### src/rtl/alarm_ctrl_pkg.sv
// Shared definitions for the alarm controller: FSM state type, BCD digit
// width, the wrap limits of the alarm hour/minute registers and the width of
// the shared seconds counter.
package alarm_ctrl_pkg;

  localparam int BCD_W = 4;

  // Largest value each 2-digit BCD field may hold before wrapping to 00.
  localparam logic [2*BCD_W-1:0] MAX_HOUR_BCD = 8'h23;
  localparam logic [2*BCD_W-1:0] MAX_MIN_BCD  = 8'h59;

  // Seconds counter used for both the ring timeout and the snooze interval.
  localparam int CNT_W = 10;

  typedef enum logic [1:0] {
    ST_IDLE    = 2'd0,
    ST_RINGING = 2'd1,
    ST_SNOOZE  = 2'd2
  } alm_state_e;

endpackage

### src/rtl/alarm_ctrl_bcd_wrap_inc.sv
// bcd_wrap_inc: combinational 2-digit BCD increment that wraps to 00 after
// MAX_BCD.
//   val  in  8  current BCD value {tens, ones}
//   nxt  out 8  val + 1 in BCD, or 00 when val == MAX_BCD
module bcd_wrap_inc
  import alarm_ctrl_pkg::*;
#(
  parameter logic [2*BCD_W-1:0] MAX_BCD = 8'h59
) (
  input  logic [2*BCD_W-1:0] val,
  output logic [2*BCD_W-1:0] nxt
);

  logic [BCD_W-1:0] tens;
  logic [BCD_W-1:0] ones;

  assign tens = val[2*BCD_W-1:BCD_W];
  assign ones = val[BCD_W-1:0];

  always_comb begin
    nxt = '0;
    if (val == MAX_BCD) begin
      nxt = '0;
    end else if (ones == BCD_W'(9)) begin
      nxt = {tens + BCD_W'(1), {BCD_W{1'b0}}};
    end else begin
      nxt = {tens, ones + BCD_W'(1)};
    end
  end

endmodule

### src/rtl/alarm_ctrl.sv
// alarm_ctrl: alarm-clock alarm register and ring/snooze controller.
//   clk        in   1   mains tick clock, single domain
//   rst_n      in   1   asynchronous active-low reset
//   time_bcd   in  24   current time {Ht,Ho,Mt,Mo,St,So}, 24h BCD
//   sec_pulse  in   1   one-cycle 1 Hz strobe
//   alm_set    in   1   alarm-set mode (level)
//   inc_h      in   1   alarm hour +1 (pulse)
//   inc_m      in   1   alarm minute +1 (pulse)
//   alm_en     in   1   alarm armed (level)
//   snooze     in   1   snooze request (pulse)
//   stop       in   1   stop request (pulse)
//   buzz       out  1   registered buzzer drive, beats at 1/2 Hz while ringing
//   ringing    out  1   state is RINGING
//   snoozing   out  1   state is SNOOZE
//   alm_bcd    out 16   alarm time {Ht,Ho,Mt,Mo}
module alarm_ctrl
  import alarm_ctrl_pkg::*;
#(
  parameter int RING_SECS   = 60,
  parameter int SNOOZE_SECS = 540,
  parameter int MAX_SNOOZE  = 3
) (
  input  logic        clk,
  input  logic        rst_n,
  input  logic [23:0] time_bcd,
  input  logic        sec_pulse,
  input  logic        alm_set,
  input  logic        inc_h,
  input  logic        inc_m,
  input  logic        alm_en,
  input  logic        snooze,
  input  logic        stop,
  output logic        buzz,
  output logic        ringing,
  output logic        snoozing,
  output logic [15:0] alm_bcd
);

  localparam int SNZ_W = (MAX_SNOOZE < 1) ? 1 : $clog2(MAX_SNOOZE + 1);

  alm_state_e state_q, state_d;
  logic [CNT_W-1:0] cnt_q, cnt_d;
  logic [SNZ_W-1:0] snz_q, snz_d;
  logic             beat_q, beat_d;
  logic             buzz_q;
  logic [7:0]       alm_h_q, alm_m_q;
  logic [7:0]       alm_h_inc, alm_m_inc;
  logic             alm_match;
  logic             ring_done;
  logic             snz_done;

  bcd_wrap_inc #(.MAX_BCD(MAX_HOUR_BCD)) u_hour_inc (
    .val (alm_h_q),
    .nxt (alm_h_inc)
  );

  bcd_wrap_inc #(.MAX_BCD(MAX_MIN_BCD)) u_min_inc (
    .val (alm_m_q),
    .nxt (alm_m_inc)
  );

  // Only the :00 second of the matching minute triggers, so a stopped alarm
  // cannot re-fire later in the same minute.
  assign alm_match = (time_bcd[23:8] == {alm_h_q, alm_m_q}) && (time_bcd[7:0] == 8'h00);
  assign ring_done = sec_pulse && (cnt_q == CNT_W'(RING_SECS - 1));
  assign snz_done  = sec_pulse && (cnt_q == CNT_W'(SNOOZE_SECS - 1));

  // Next state: disarm beats stop beats snooze beats timeout.
  always_comb begin
    state_d = state_q;
    snz_d   = snz_q;
    if (!alm_en) begin
      state_d = ST_IDLE;
      snz_d   = '0;
    end else begin
      case (state_q)
        ST_IDLE: begin
          if (!alm_set && sec_pulse && alm_match) state_d = ST_RINGING;
        end
        ST_RINGING: begin
          if (stop) begin
            state_d = ST_IDLE;
            snz_d   = '0;
          end else if (snooze && (snz_q < SNZ_W'(MAX_SNOOZE))) begin
            state_d = ST_SNOOZE;
            snz_d   = snz_q + SNZ_W'(1);
          end else if (ring_done) begin
            state_d = ST_IDLE;
            snz_d   = '0;
          end
        end
        ST_SNOOZE: begin
          if (stop) begin
            state_d = ST_IDLE;
            snz_d   = '0;
          end else if (snz_done) begin
            state_d = ST_RINGING;
          end
        end
        default: begin
          state_d = ST_IDLE;
          snz_d   = '0;
        end
      endcase
    end
  end

  // Seconds counter restarts on every state change; beat starts high on
  // RINGING entry so the buzzer sounds immediately.
  always_comb begin
    cnt_d  = cnt_q;
    beat_d = beat_q;
    if (state_d != state_q) begin
      cnt_d = '0;
    end else if (sec_pulse && (state_q != ST_IDLE)) begin
      cnt_d = cnt_q + CNT_W'(1);
    end

    if (state_d != ST_RINGING) begin
      beat_d = 1'b0;
    end else if (state_q != ST_RINGING) begin
      beat_d = 1'b1;
    end else if (sec_pulse) begin
      beat_d = ~beat_q;
    end
  end

  always_ff @(posedge clk or negedge rst_n) begin
    if (!rst_n) begin
      state_q <= ST_IDLE;
      cnt_q   <= '0;
      snz_q   <= '0;
      beat_q  <= 1'b0;
      buzz_q  <= 1'b0;
      alm_h_q <= 8'h00;
      alm_m_q <= 8'h00;
    end else begin
      state_q <= state_d;
      cnt_q   <= cnt_d;
      snz_q   <= snz_d;
      beat_q  <= beat_d;
      buzz_q  <= (state_d == ST_RINGING) && beat_d;
      if (alm_set && (state_q == ST_IDLE)) begin
        if (inc_h) alm_h_q <= alm_h_inc;
        if (inc_m) alm_m_q <= alm_m_inc;
      end
    end
  end

  assign buzz     = buzz_q;
  assign ringing  = (state_q == ST_RINGING);
  assign snoozing = (state_q == ST_SNOOZE);
  assign alm_bcd  = {alm_h_q, alm_m_q};

endmodule

### config.mk
export PLATFORM = sky130hd
export DESIGN_NAME = alarm_ctrl
export DESIGN_NICKNAME = d
export VERILOG_FILES = /design/src/rtl/alarm_ctrl_pkg.sv /design/src/rtl/alarm_ctrl_bcd_wrap_inc.sv /design/src/rtl/alarm_ctrl.sv
export SDC_FILE = /design/constraint.sdc
export NUM_CORES = 1
export LEC_CHECK = 0
export ABC_AREA = 1
export BUFFER_PORTS_ARGS = -buffer_cell sky130_fd_sc_hd__buf_2
export CAP_MARGIN = 10
export CORE_MARGIN = 2
export CORE_UTILIZATION = 45
export DETAILED_ROUTE_END_ITERATION = 6
export GPL_TIMING_DRIVEN = 1
export PLACE_DENSITY_LB_ADDON = 0.08
export SYNTH_ARGS = -nofsm -noshare
export SYNTH_HDL_FRONTEND = slang
export SYNTH_SLANG_ARGS = --single-unit
### constraint.sdc
create_clock -name clk -period 2 [get_ports clk]
set_input_delay 0.4 -clock clk [delete_from_list [all_inputs] [get_ports clk]]
set_output_delay 0.4 -clock clk [all_outputs]
set_load 0.02 [all_outputs]
==> parameters.txt <==
Parameter                              Value

Detailed routing
  Number of DRC markers in iteration 0 ... 110
  Remaining DRCs ... 0
  Post-Route WL ... 4.41 mm
  Per-cell routed wire length ... 10.9 um
  Remaining antenna violation count ... 0
  Detailed Routing Iterations Pass 1 ... 4
  Vias after detailed routing ... 1913
  Via density ... 4.72

Floorplan
  Initial core utilization ... 47.4%
  Area of the core ... 4440 um^2
  Ports ... 52
  Horizontal extent of the die ... 72.4 um
  Die Area ... 5250 um^2
  Number of core rows ... 24
  Chip Height ... 72.4 um

Worst setup path
  Type of the worst setup path ... register to register
  Setup crit start kind ... register
  Largest stage delay, worst path ... 410 ps
  Arrival time of data at the critical path endpoint ... 1960 ps
  CP max FO ... 5
  Cell-by-cell listing of the critical path ... ha_1, nand2_1, nor2_2, nand3_1, nand2_1, nand2_1, nand2_2, inv_1, nor2_1, nor2_2, nand3_4, nor2_2
  Critical Path End Type ... register
  Slowest library cell on the worst path ... sky130_fd_sc_hd__dfrtp_1
  Required time at the endpoint of the critical path ... 2200 ps

Clocking
  CTS tree ... done
  Clock buffer depth ... 2
  Post-CTS clock slew at the launch and capture registers of the worst setup and hold paths ... 70 ps
  H-tree levels ... 2
  Number of clock sinks ... 31
  Later-pin clock latency in the skew report ... 270 ps
  Clock root buffer master ... sky130_fd_sc_hd__clkbuf_8
  Cts bufs inserted ... 5

STA
  Number of failing hold endpoints at the final stage ... 0
  Remaining max-slew budget at the tightest pin ... 53.0%
  RSZ-0062 raised after global routing ... no
  Transition time at the pin with the least slew margin ... 704 ps
  Hold slack ... 170 ps
  Minimum period implied by the final worst setup slack ... 1750 ps
  Post-route fraction of the period consumed by the critical path ... 87.7%
  Max Clock Freq ... 570 MHz
  Setup TNS ... 0 ps
  Number of setup violations in the final report ... 0
  Fin. max-slew vios ... 0
  Skew final ... 5.12 ps

Placed design
  Number of cells after detailed placement ... 395
  Number of I/O port buffers ... 51
  Dpl cell area ... 2430 um^2
  Placed wire-length estimate ... 3.35 mm
  Placer congestion estimate ... 0.764

Layout
  Area delta synth->final ... 21.5%
  Most used cells in the layout excluding fill and tap cells ... sky130_fd_sc_hd__nand2_1 (74), sky130_fd_sc_hd__buf_2 (51), sky130_fd_sc_hd__inv_1 (47), sky130_fd_sc_hd__nor2_1 (34), sky130_fd_sc_hd__dfrtp_1 (31)
  Cell area after layout ... 2560 um^2
  Most common library cell in the layout ignoring fill and taps ... sky130_fd_sc_hd__nand2_1
  Number of nets in the layout ... 395
  Number of non-filler instances in the completed layout ... 405
  Utilization after layout ... 57.6%
  Antenna diode instance count ... 0
  Proportion of layout cells with a drive suffix above 1 ... 25.5%

Global routing
  All-layer global routing usage ... 18.2%
  Largest net degree at the start of global routing ... 32
  Via count of the first global-routing pass ... 1795
  Initial antenna violation count ... 0
  GRT overflow ... 0
  Wire length of the first global-routing pass ... 7.58 mm

Logic synthesis
  Largest area contributor in the netlist ... sky130_fd_sc_hd__dfrtp_1
  Nets in the synthesized netlist ... 335
  Synthesis Warnings ... 0
  Synth Area per Inst ... 7.22 um^2
  Distinct cell type count of the synthesized netlist ... 29
  Synthesized flop and latch total ... 31
  Register area share after synthesis ... 36.8%
  Synthesized area ... 2110 um^2
  Main area contributors after synthesis ... sky130_fd_sc_hd__dfrtp_1 (37%), sky130_fd_sc_hd__nand2_1 (13%), sky130_fd_sc_hd__inv_1 (8.4%)
  Count of mapped cells out of synthesis ... 292
  Top-area cell type share of the netlist area ... 36.8%

Power
  Internal power of the cells ... 1.45 mW
  Worst IR drop on VDD ... 0.570 mV
  Pwr dens ... 958 nW/um^2
  Clk pwr share ... 21.9%
  Switching part of the total power ... 41.0%
  Part of the total power dissipated in combinational logic ... 38.5%
  Leakage power ... 1.44 nW
  Share of total power in sequential cells ... 39.6%
  Switching power total ... 1.01 mW

Hold path
  Worst min path class ... primary input to async pin

Job
  # Max-Cap Violations ... 0

Run status
  Result of the run ... complete, no violations
## synth_stat cells, drive strengths merged
| cell type | instances |
|---|---|
| a21oi | 7 |
| a31oi | 2 |
| and2 | 1 |
| dfrtp | 31 |
| ha | 10 |
| inv | 52 |
| mux2i | 1 |
| nand2 | 76 |
| nand3 | 24 |
| nand3b | 1 |
| nand4 | 4 |
| nor2 | 50 |
| nor3 | 4 |
| o21ai | 6 |
| o22ai | 6 |
| o31ai | 1 |
| or2 | 2 |
| xnor2 | 4 |
| xor2 | 10 |
## per-layer routing
layer	share of wire, %	global-route usage, %	wire length, um	vias up
met1	51	25.2	2230	833
met4	0.39	3.70	17	0
li1	-	-	-	1033
met2	44	28.8	1950	45
met5	0	0	0	-
met3	4.7	4.86	206	2
## power by group through the flow
stage	Clock [mW]	Combinational (mW)	Sequential, mW
final	0.537	0.945	0.970
after detailed placement	0	0.951	0.986
after CTS	0.554	0.955	0.974
after global routing	0.575	1.09	1.01
after global placement	0	0.938	0.984
after floorplan	0	0.480	1.13
## cell families (layout without fill, tap and decap cells)
logic type               count (synthesis)  count (layout)  synth area share (%)
AND/OR/NAND/NOR                        162             163                  35.7
flip-flops                              31              31                  36.8
AO/OA/AOI/OAI                           22              22                  5.82
buffers and inverters                   52             112                  9.38
multiplexers                             1               1                 0.475
XOR/XNOR                                14              14                  5.82
adder cells (fa/ha/maj)                 10              10                  5.94
## path summary, 6_finish.rpt
kind / startpoint / to / slack [ps] / depth (start not counted)
setup / recovery: cnt_q[1]$_DFFE_PN0P_ / cnt_q[7]$_DFFE_PN0P_ / 250 / 12
hold / removal: rst_n / alm_h_q[5]$_DFFE_PN0P_ / 170 / 1
setup reg to reg: cnt_q[1]$_DFFE_PN0P_ / cnt_q[7]$_DFFE_PN0P_ / 250 / 12
hold reg to reg: snz_q[0]$_DFFE_PN0P_ / snz_q[0]$_DFFE_PN0P_ / 510 / 1
max in group asynchronous: rst_n / snz_q[1]$_DFFE_PN0P_ / 1370 / 1
min in group clk: alm_en / state_q[0]$_DFF_PN0_ / 440 / 3
## stage by stage
step	power [mW]	worst slack (ps)
finish	2.45	246
global route	2.67	47.2
CTS	2.48	230
detailed placement	1.94	247
global placement	1.92	302
floorplan	1.61	369
## registers in the layout, summed over array words and instances, names as in the netlist
register and cells:
cnt_q 10, alm_h_q 8, snz_q 2, state_q 2
alm_m_q 8, buzz 1
## final cells by class
type | count | area [um^2]
clock buffers | 8 | 100
fillers | 427 | 1880
inverters | 52 | 198
multi-input cells | 210 | 1160
flip-flops and latches | 31 | 776
well taps | 52 | 65.1
repair buffers | 52 | 263
## repair_timing
item / 4_1_cts / 5_1_grt
endpoints found under the setup margin: 0 / 8
resized for setup: 0 / 3
setup buffers: 0 / 1
hold buffers: 0 / 0
## critical path: cells and delay by family (launching register included)
family / cells / cell delay [ps]
fa+ha+maj: 1 / 220
buf+inv: 1 / 80
flops: 1 / 410
simple gates: 10 / 990
No activity file was read; power rests on OpenSTA's default activity.
